### src/rtl/rob_recovery_ctrl_if.sv
// Purpose: bundle of ROB/map-table/dispatch signals around the mispredict recovery controller.
// Latency: wires only; all timing is owned by rob_recovery_ctrl.
// Backpressure: none on this bundle; the controller stalls dispatch/retire via stall_* while active.
//
// Ports (master = recovery controller, slave = surrounding pipeline/testbench):
//   mispredict/mispredict_idx   resolved branch mispredict and its ROB index
//   rob_head/retire_cnt         oldest ROB entry and entries retiring this cycle (0..2)
//   rd_ptr_0/1, ent_0/1_*       two-lane combinational ROB read used by the walk
//   rob_state, walk_0/1_*       recovery phase and rename replay lanes to the map table
//   stall_*, tail_load/new_tail dispatch/retire stall and ROB tail reload
//   recover_cnt/recover_cycles  optional performance counters
interface rob_recovery_ctrl_if #(
    parameter int ROB_PTR_W = 5,
    parameter int ARF_WIDTH = 5,
    parameter int PRF_WIDTH = 6
);
    logic                 mispredict;
    logic [ROB_PTR_W-1:0] mispredict_idx;
    logic [ROB_PTR_W-1:0] rob_head;
    logic [1:0]           retire_cnt;

    logic [ROB_PTR_W-1:0] rd_ptr_0;
    logic [ROB_PTR_W-1:0] rd_ptr_1;
    logic                 ent_0_rd_valid;
    logic                 ent_1_rd_valid;
    logic [ARF_WIDTH-1:0] ent_0_rd_id;
    logic [ARF_WIDTH-1:0] ent_1_rd_id;
    logic [PRF_WIDTH-1:0] ent_0_T;
    logic [PRF_WIDTH-1:0] ent_1_T;

    logic [1:0]           rob_state;
    logic                 walk_0_valid;
    logic                 walk_1_valid;
    logic [ARF_WIDTH-1:0] walk_0_rd_id;
    logic [ARF_WIDTH-1:0] walk_1_rd_id;
    logic [PRF_WIDTH-1:0] walk_0_rd_prf;
    logic [PRF_WIDTH-1:0] walk_1_rd_prf;

    logic                 stall_dispatch;
    logic                 stall_retire;
    logic                 tail_load;
    logic [ROB_PTR_W-1:0] new_tail;

    logic [15:0]          recover_cnt;
    logic [15:0]          recover_cycles;

    modport master (
        input  mispredict, mispredict_idx, rob_head, retire_cnt,
        input  ent_0_rd_valid, ent_1_rd_valid, ent_0_rd_id, ent_1_rd_id, ent_0_T, ent_1_T,
        output rd_ptr_0, rd_ptr_1, rob_state,
        output walk_0_valid, walk_1_valid, walk_0_rd_id, walk_1_rd_id, walk_0_rd_prf, walk_1_rd_prf,
        output stall_dispatch, stall_retire, tail_load, new_tail,
        output recover_cnt, recover_cycles
    );

    modport slave (
        output mispredict, mispredict_idx, rob_head, retire_cnt,
        output ent_0_rd_valid, ent_1_rd_valid, ent_0_rd_id, ent_1_rd_id, ent_0_T, ent_1_T,
        input  rd_ptr_0, rd_ptr_1, rob_state,
        input  walk_0_valid, walk_1_valid, walk_0_rd_id, walk_1_rd_id, walk_0_rd_prf, walk_1_rd_prf,
        input  stall_dispatch, stall_retire, tail_load, new_tail,
        input  recover_cnt, recover_cycles
    );
endinterface

### src/rtl/rob_recovery_ctrl.sv
// Purpose: branch-mispredict recovery of the rename map: 1 rollback cycle (RAT <- RRAT), then a
//          two-lane replay walk of ROB entries from the oldest uncommitted one up to the branch.
// Latency: mispredict at t -> rollback at t+1, walk from t+2 at 2 entries/cycle, tail_load the cycle after the last walk.
// Backpressure: none accepted; stall_dispatch/stall_retire are held while rob_state != idle.
//
// Ports: clk, reset (async, active-high) and the rob_recovery_ctrl_if master modport:
//   in : mispredict, mispredict_idx, rob_head, retire_cnt, ent_0/1_{rd_valid,rd_id,T}
//   out: rd_ptr_0/1, rob_state, walk_0/1_{valid,rd_id,rd_prf}, stall_dispatch, stall_retire,
//        tail_load, new_tail, recover_cnt, recover_cycles
// Optional feature macro: RECOVERY_PERF_CNT_EN (recovery/cycle counters; tied to 0 when undefined).
module rob_recovery_ctrl #(
    parameter int ROB_DEPTH = 32,
    parameter int ROB_PTR_W = 5,
    parameter int ARF_WIDTH = 5,
    parameter int PRF_WIDTH = 6
) (
    input  logic clk,
    input  logic reset,
    rob_recovery_ctrl_if.master bus
);

    typedef enum logic [1:0] {
        ST_IDLE     = 2'b00,
        ST_ROLLBACK = 2'b01,
        ST_WALK     = 2'b10
    } state_t;

    localparam logic [ROB_PTR_W:0] REM_TWO = (ROB_PTR_W+1)'(2);

    state_t               state_q,     state_d;
    logic [ROB_PTR_W-1:0] walk_ptr_q,  walk_ptr_d;
    logic [ROB_PTR_W-1:0] start_q,     start_d;
    logic [ROB_PTR_W-1:0] end_idx_q,   end_idx_d;
    logic [ROB_PTR_W:0]   remaining_q, remaining_d;
    logic                 tail_load_q, tail_load_d;

    logic [ROB_PTR_W-1:0] fresh_start;
    logic [ROB_PTR_W-1:0] fresh_dist;
    logic [ROB_PTR_W-1:0] new_dist;
    logic [ROB_PTR_W-1:0] end_dist;
    logic                 restart_req;
    logic                 fresh_req;
    logic [ROB_PTR_W:0]   consumed;
    logic                 last_walk;

    // Entries retiring on the same edge as the mispredict are already in the RRAT,
    // so the walk begins just past them.
    assign fresh_start = bus.rob_head + ROB_PTR_W'(bus.retire_cnt);
    assign fresh_dist  = bus.mispredict_idx - fresh_start;

    // Ages are compared as distances from the fixed walk start; a smaller distance
    // means an older branch, which supersedes the recovery in progress.
    assign new_dist    = bus.mispredict_idx - start_q;
    assign end_dist    = end_idx_q - start_q;
    assign restart_req = (state_q != ST_IDLE) && bus.mispredict && (new_dist < end_dist);
    assign fresh_req   = (state_q == ST_IDLE) && bus.mispredict;

    assign consumed    = (remaining_q >= REM_TWO) ? REM_TWO : remaining_q;
    assign last_walk   = (remaining_q == consumed);

    always_comb begin
        state_d     = state_q;
        walk_ptr_d  = walk_ptr_q;
        start_d     = start_q;
        end_idx_d   = end_idx_q;
        remaining_d = remaining_q;
        tail_load_d = 1'b0;

        if (fresh_req) begin
            start_d     = fresh_start;
            walk_ptr_d  = fresh_start;
            end_idx_d   = bus.mispredict_idx;
            remaining_d = {1'b0, fresh_dist} + (ROB_PTR_W+1)'(1);
            state_d     = ST_ROLLBACK;
        end else if (restart_req) begin
            // Restart wins over walk completion: the younger walk must not finish.
            // start is kept because retire stays stalled for the whole recovery.
            walk_ptr_d  = start_q;
            end_idx_d   = bus.mispredict_idx;
            remaining_d = {1'b0, new_dist} + (ROB_PTR_W+1)'(1);
            state_d     = ST_ROLLBACK;
        end else begin
            case (state_q)
                ST_ROLLBACK: state_d = ST_WALK;
                ST_WALK: begin
                    walk_ptr_d  = walk_ptr_q + consumed[ROB_PTR_W-1:0];
                    remaining_d = remaining_q - consumed;
                    if (last_walk) begin
                        state_d     = ST_IDLE;
                        tail_load_d = 1'b1;
                    end
                end
                ST_IDLE: state_d = ST_IDLE;
                default: state_d = ST_IDLE;
            endcase
        end
    end

    always_ff @(posedge clk or posedge reset) begin
        if (reset) begin
            state_q     <= ST_IDLE;
            walk_ptr_q  <= '0;
            start_q     <= '0;
            end_idx_q   <= '0;
            remaining_q <= '0;
            tail_load_q <= 1'b0;
        end else begin
            state_q     <= state_d;
            walk_ptr_q  <= walk_ptr_d;
            start_q     <= start_d;
            end_idx_q   <= end_idx_d;
            remaining_q <= remaining_d;
            tail_load_q <= tail_load_d;
        end
    end

    // Replay lanes: ROB read is combinational, fields pass straight through.
    // Lane 1 is only meaningful while at least two entries remain.
    assign bus.rd_ptr_0       = walk_ptr_q;
    assign bus.rd_ptr_1       = walk_ptr_q + ROB_PTR_W'(1);
    assign bus.walk_0_valid   = (state_q == ST_WALK) && bus.ent_0_rd_valid;
    assign bus.walk_1_valid   = (state_q == ST_WALK) && bus.ent_1_rd_valid && (remaining_q >= REM_TWO);
    assign bus.walk_0_rd_id   = bus.ent_0_rd_id;
    assign bus.walk_1_rd_id   = bus.ent_1_rd_id;
    assign bus.walk_0_rd_prf  = bus.ent_0_T;
    assign bus.walk_1_rd_prf  = bus.ent_1_T;

    assign bus.rob_state      = state_q;
    assign bus.stall_dispatch = (state_q != ST_IDLE);
    assign bus.stall_retire   = (state_q != ST_IDLE);
    assign bus.tail_load      = tail_load_q;
    // end_idx is still the completed recovery's branch during the tail_load cycle.
    assign bus.new_tail       = end_idx_q + ROB_PTR_W'(1);

`ifdef RECOVERY_PERF_CNT_EN
    logic [15:0] recover_cnt_q,    recover_cnt_d;
    logic [15:0] recover_cycles_q, recover_cycles_d;

    always_comb begin
        recover_cnt_d    = recover_cnt_q;
        recover_cycles_d = recover_cycles_q;
        if ((fresh_req || restart_req) && (recover_cnt_q != 16'hFFFF)) begin
            recover_cnt_d = recover_cnt_q + 16'd1;
        end
        if ((state_q != ST_IDLE) && (recover_cycles_q != 16'hFFFF)) begin
            recover_cycles_d = recover_cycles_q + 16'd1;
        end
    end

    always_ff @(posedge clk or posedge reset) begin
        if (reset) begin
            recover_cnt_q    <= '0;
            recover_cycles_q <= '0;
        end else begin
            recover_cnt_q    <= recover_cnt_d;
            recover_cycles_q <= recover_cycles_d;
        end
    end

    assign bus.recover_cnt    = recover_cnt_q;
    assign bus.recover_cycles = recover_cycles_q;
`else
    assign bus.recover_cnt    = 16'd0;
    assign bus.recover_cycles = 16'd0;
`endif

`ifndef SYNTHESIS
    localparam logic [ROB_PTR_W:0] REM_MAX = (ROB_PTR_W+1)'(ROB_DEPTH);
    logic [ROB_PTR_W-1:0] retire_dist;
    assign retire_dist = bus.mispredict_idx - bus.rob_head;

    // A branch cannot both retire and mispredict in the same cycle.
    a_mispredict_not_retiring: assert property (@(posedge clk) disable iff (reset)
        fresh_req |-> (retire_dist >= ROB_PTR_W'(bus.retire_cnt)));

    a_remaining_in_range: assert property (@(posedge clk) disable iff (reset)
        remaining_q <= REM_MAX);
`endif

endmodule

### src/flat_wrapper.sv
// flat-port wrapper written by rule: the top's interface ports become plain ports
module rob_recovery_ctrl_flat 
#(
    parameter int ROB_DEPTH = 32,
    parameter int ROB_PTR_W = 5,
    parameter int ARF_WIDTH = 5,
    parameter int PRF_WIDTH = 6
)
  (clk, reset, bus_mispredict, bus_mispredict_idx, bus_rob_head, bus_retire_cnt, bus_ent_0_rd_valid, bus_ent_1_rd_valid, bus_ent_0_rd_id, bus_ent_1_rd_id, bus_ent_0_T, bus_ent_1_T, bus_rd_ptr_0, bus_rd_ptr_1, bus_rob_state, bus_walk_0_valid, bus_walk_1_valid, bus_walk_0_rd_id, bus_walk_1_rd_id, bus_walk_0_rd_prf, bus_walk_1_rd_prf, bus_stall_dispatch, bus_stall_retire, bus_tail_load, bus_new_tail, bus_recover_cnt, bus_recover_cycles);
  rob_recovery_ctrl_if #(.ROB_PTR_W(ROB_PTR_W), .ARF_WIDTH(ARF_WIDTH), .PRF_WIDTH(PRF_WIDTH)) bus_i ();
  input  logic clk;
  input  logic reset;
  input wire logic [$bits(bus_i.mispredict)-1:0] bus_mispredict;
  input wire logic [$bits(bus_i.mispredict_idx)-1:0] bus_mispredict_idx;
  input wire logic [$bits(bus_i.rob_head)-1:0] bus_rob_head;
  input wire logic [$bits(bus_i.retire_cnt)-1:0] bus_retire_cnt;
  input wire logic [$bits(bus_i.ent_0_rd_valid)-1:0] bus_ent_0_rd_valid;
  input wire logic [$bits(bus_i.ent_1_rd_valid)-1:0] bus_ent_1_rd_valid;
  input wire logic [$bits(bus_i.ent_0_rd_id)-1:0] bus_ent_0_rd_id;
  input wire logic [$bits(bus_i.ent_1_rd_id)-1:0] bus_ent_1_rd_id;
  input wire logic [$bits(bus_i.ent_0_T)-1:0] bus_ent_0_T;
  input wire logic [$bits(bus_i.ent_1_T)-1:0] bus_ent_1_T;
  output wire logic [$bits(bus_i.rd_ptr_0)-1:0] bus_rd_ptr_0;
  output wire logic [$bits(bus_i.rd_ptr_1)-1:0] bus_rd_ptr_1;
  output wire logic [$bits(bus_i.rob_state)-1:0] bus_rob_state;
  output wire logic [$bits(bus_i.walk_0_valid)-1:0] bus_walk_0_valid;
  output wire logic [$bits(bus_i.walk_1_valid)-1:0] bus_walk_1_valid;
  output wire logic [$bits(bus_i.walk_0_rd_id)-1:0] bus_walk_0_rd_id;
  output wire logic [$bits(bus_i.walk_1_rd_id)-1:0] bus_walk_1_rd_id;
  output wire logic [$bits(bus_i.walk_0_rd_prf)-1:0] bus_walk_0_rd_prf;
  output wire logic [$bits(bus_i.walk_1_rd_prf)-1:0] bus_walk_1_rd_prf;
  output wire logic [$bits(bus_i.stall_dispatch)-1:0] bus_stall_dispatch;
  output wire logic [$bits(bus_i.stall_retire)-1:0] bus_stall_retire;
  output wire logic [$bits(bus_i.tail_load)-1:0] bus_tail_load;
  output wire logic [$bits(bus_i.new_tail)-1:0] bus_new_tail;
  output wire logic [$bits(bus_i.recover_cnt)-1:0] bus_recover_cnt;
  output wire logic [$bits(bus_i.recover_cycles)-1:0] bus_recover_cycles;
  assign bus_i.mispredict = bus_mispredict;
  assign bus_i.mispredict_idx = bus_mispredict_idx;
  assign bus_i.rob_head = bus_rob_head;
  assign bus_i.retire_cnt = bus_retire_cnt;
  assign bus_i.ent_0_rd_valid = bus_ent_0_rd_valid;
  assign bus_i.ent_1_rd_valid = bus_ent_1_rd_valid;
  assign bus_i.ent_0_rd_id = bus_ent_0_rd_id;
  assign bus_i.ent_1_rd_id = bus_ent_1_rd_id;
  assign bus_i.ent_0_T = bus_ent_0_T;
  assign bus_i.ent_1_T = bus_ent_1_T;
  assign bus_rd_ptr_0 = bus_i.rd_ptr_0;
  assign bus_rd_ptr_1 = bus_i.rd_ptr_1;
  assign bus_rob_state = bus_i.rob_state;
  assign bus_walk_0_valid = bus_i.walk_0_valid;
  assign bus_walk_1_valid = bus_i.walk_1_valid;
  assign bus_walk_0_rd_id = bus_i.walk_0_rd_id;
  assign bus_walk_1_rd_id = bus_i.walk_1_rd_id;
  assign bus_walk_0_rd_prf = bus_i.walk_0_rd_prf;
  assign bus_walk_1_rd_prf = bus_i.walk_1_rd_prf;
  assign bus_stall_dispatch = bus_i.stall_dispatch;
  assign bus_stall_retire = bus_i.stall_retire;
  assign bus_tail_load = bus_i.tail_load;
  assign bus_new_tail = bus_i.new_tail;
  assign bus_recover_cnt = bus_i.recover_cnt;
  assign bus_recover_cycles = bus_i.recover_cycles;
  rob_recovery_ctrl #(.ROB_DEPTH(ROB_DEPTH), .ROB_PTR_W(ROB_PTR_W), .ARF_WIDTH(ARF_WIDTH), .PRF_WIDTH(PRF_WIDTH)) u_core (.clk(clk), .reset(reset), .bus(bus_i));
endmodule
### config.mk
export PLATFORM = sky130hd
export DESIGN_NAME = rob_recovery_ctrl_flat
export DESIGN_NICKNAME = d
export VERILOG_FILES = /design/src/rtl/rob_recovery_ctrl_if.sv /design/src/rtl/rob_recovery_ctrl.sv /design/src/flat_wrapper.sv
export SDC_FILE = /design/constraint.sdc
export NUM_CORES = 1
export LEC_CHECK = 0
export CAP_MARGIN = 20
export CORE_ASPECT_RATIO = 0.75
export CORE_MARGIN = 5
export CORE_UTILIZATION = 44
export DETAILED_ROUTE_END_ITERATION = 12
export GPL_TIMING_DRIVEN = 0
export PLACE_DENSITY_LB_ADDON = 0.25
export SLEW_MARGIN = 20
export SYNTH_ARGS = -nofsm -noshare
export SYNTH_HDL_FRONTEND = slang
export SYNTH_SLANG_ARGS = --single-unit
### constraint.sdc
create_clock -name clk -period 4.23 [get_ports clk]
set_input_delay 0.6345 -clock clk [delete_from_list [all_inputs] [get_ports clk]]
set_output_delay 0.6345 -clock clk [all_outputs]
set_load 0.03 [all_outputs]
==> flow_metrics.env <==
export IMPL_layout_drive_gt1_share_pct=20.9
export IMPL_reg2reg_from="u_core.start_q[0]"
export IMPL_gp_congestion=0.963
export IMPL_ctsResizeCount=0
export IMPL_finalSetupViolCount=0
export IMPL_synth_distinct_cells=56
export IMPL_ant_nets=0
export IMPL_clockRootBuffer="clkbuf_8"
export IMPL_synthesis_area_mm2=0.00280
export IMPL_fillCellCount=566
export IMPL_required_ps=4380
export IMPL_holdPathEnd="u_core.start_q[4]"
export IMPL_clk_latency_ps=280
export IMPL_r2r_setup_slack_ps=840
export IMPL_clock_fmax_mhz=261
export IMPL_synth_edf_count=0
export IMPL_cts_sinks=24
export IMPL_fin_setup_tns_ps=0
export IMPL_tightest_slew_ps=922
export IMPL_hold_class="register to register"
export IMPL_hpwl_um=5760
export IMPL_antenna_cells=0
export IMPL_skew_ps=6.86
export IMPL_cts_hold_buffers=0
export IMPL_cp_arrival_ps=3990
export IMPL_final_cells=493
export IMPL_grt_max_degree=25
export IMPL_yosysTopAreaCell="dfrtp_1"
export IMPL_synth_top_cell_area_share_pct=21.4
export IMPL_die_w_um=102
export IMPL_outcome="finished, final reports clean"
export IMPL_drt_first_pass_iters=4
export IMPL_cap_violations=0
export IMPL_antenna_found_initial=0
export IMPL_finalCritPeriodShare_pct=90.7
export IMPL_die_height_um=79.1
export IMPL_rows=25
export IMPL_worstHoldPathCells=1
export IMPL_route_detailed_drc=0
export IMPL_final_area_mm2=0.00367
export IMPL_cts_tree="yes"
export IMPL_num_vias=2370
export IMPL_yosysWarnings=0
export IMPL_endpoint_kind="register"
export IMPL_ys_async_sr_fraction_pct=100
export IMPL_r2r_end="u_core.remaining_q[5]"
export IMPL_fin_crit_ps=3840
export IMPL_synthCells=316
export IMPL_synth_most_common_cell="buf_4"
export IMPL_critPathLaunchType="primary input"
export IMPL_clk_pin_slew_ps=90
export IMPL_dieArea_mm2=0.00808
export IMPL_syn_avg_cell_area_um2=8.86
export IMPL_ys_seq_area_share_pct=21.4
export IMPL_synth_area_leaders="dfrtp_1, buf_4, ha_1"
export IMPL_clockBufferDepth=2
export IMPL_slew_violations=0
export IMPL_numCtsBuffers=3
export IMPL_numPortBuffers=59
export IMPL_viasPerCell=4.81
export IMPL_synth_ff_type="dfrtp_1"
export IMPL_track_usage_pct=16.9
export IMPL_nNetsFinal=484
export IMPL_core_mm2=0.00626
export IMPL_grt_pass1_vias=2284
export IMPL_totalWireLength_um=6810
export IMPL_drt_iter0_markers=136
export IMPL_grt_first_pass_wirelength_um=10900
export IMPL_place_area_mm2=0.00362
export IMPL_gr_total_overflow=0
export IMPL_path_class="primary input to register"
export IMPL_wire_per_inst_um=13.8
export IMPL_crit_path_max_fanout=10
export IMPL_synth_common_cells="buf_4, ha_1, dfrtp_1, inv_1, nor2_1"
export IMPL_worstHoldStart="u_core.start_q[4]"
export IMPL_ys_ff_latch=24
export IMPL_relSlewSlack_pct=38.2
export IMPL_start_util_pct=44.8
export IMPL_synthToLayoutAreaGrowth_pct=31.1
export IMPL_finalHoldViolCount=0
export IMPL_rr_worst_depth=14
export IMPL_io_pins=115
export IMPL_rsz0062_at_grt="false"
export IMPL_post_place_cells=489
export IMPL_htreeDepth=1
export IMPL_cts_setup_buffers=0
==> worst max-delay path by stage <==
stage	to	from	slack (ps)
2_1_floorplan	u_core.remaining_q[4]	bus_mispredict_idx[0]	940
3_3_place_gp	u_core.remaining_q[5]	bus_mispredict_idx[0]	210
3_5_place_dp	u_core.remaining_q[5]	bus_mispredict_idx[0]	160
4_1_cts	u_core.remaining_q[5]	bus_mispredict_idx[0]	450
5_1_grt	u_core.remaining_q[5]	bus_mispredict_idx[0]	290
6_report	u_core.remaining_q[5]	bus_mispredict_idx[0]	390
==> cell type report <==
type / instances / area, µm² / share of cell area [%]
multi-input combinational: 242 / 1790 / 48.7
sequential: 24 / 601 / 16.4
timing repair buffer: 59 / 591 / 16.1
buffer: 61 / 453 / 12.3
tap: 81 / 101 / 2.76
inverter: 22 / 82.6 / 2.25
clock buffer: 4 / 55.1 / 1.50
==> routing by layer <==
layer,vias to the layer above,wire [µm],global-route usage (%)
met5,-,0,0
met4,0,78,3.80
met3,6,482,3.25
met2,80,3280,28.3
met1,1091,2970,22.4
li1,1193,-,-
==> kinds of logic after synthesis <==
group,Yosys count,share of synthesized area [%]
buffers and inverters,83,19.1
other,2,0.268
flip-flops,24,21.4
XOR/XNOR,30,9.92
adder cells (fa/ha/maj),32,15.6
AND/OR/NAND/NOR,66,12.0
multiplexers,7,2.64
AO/OA/AOI/OAI,72,19.0
==> cell usage in the layout, fill, tap and decap left out, drive strengths merged, types with 2 or more instances in the layout <==
cell	instances
buf	60
clkdlybuf4s50	59
conb	35
ha	27
dfrtp	24
inv	21
a21oi	21
nor2	20
xor2	16
nand2	15
o21ai	15
xnor2	14
a21o	10
nand3	8
fa	5
clkbuf	5
a31oi	5
nor2b	4
mux2i	4
nor3	4
o211ai	3
mux2	3
nand2b	3
a22o	3
a211oi	3
and2	2
o21a	2
nand4	2
nor4	2
or2	2
o31ai	2
==> registers in the layout, summed over array words and instances, names as in the netlist <==
register,count
u_core.bus.rd_ptr_0,5
u_core.bus.rob_state,2
u_core.bus.tail_load,1
u_core.end_idx_q,5
u_core.remaining_q,6
u_core.start_q,5
==> worst max-delay path: stages <==
cell and delay [ps]:
clkdlybuf4s50_1 400, inv_1 130, ha_1 180, inv_1 50, fa_1 400, a21o_1 190
a21oi_2 180, xnor2_2 130, ha_1 440, a21oi_2 250, nand3_2 110, a31oi_4 320
buf_6 200, nor2_1 60, a41oi_1 190, a31oi_1 100
==> through the flow <==
stage	setup WS, ps	hold WS, ps	util (%)
after floorplan	940	492	-
after global placement	207	547	57.8
after detailed placement	157	550	57.8
after CTS	451	575	58.7
after global routing	285	604	58.7
final	394	577	58.7
Power is not shown: default switching activity piles up to over one toggle a cycle in this logic, so the estimate is an artifact.
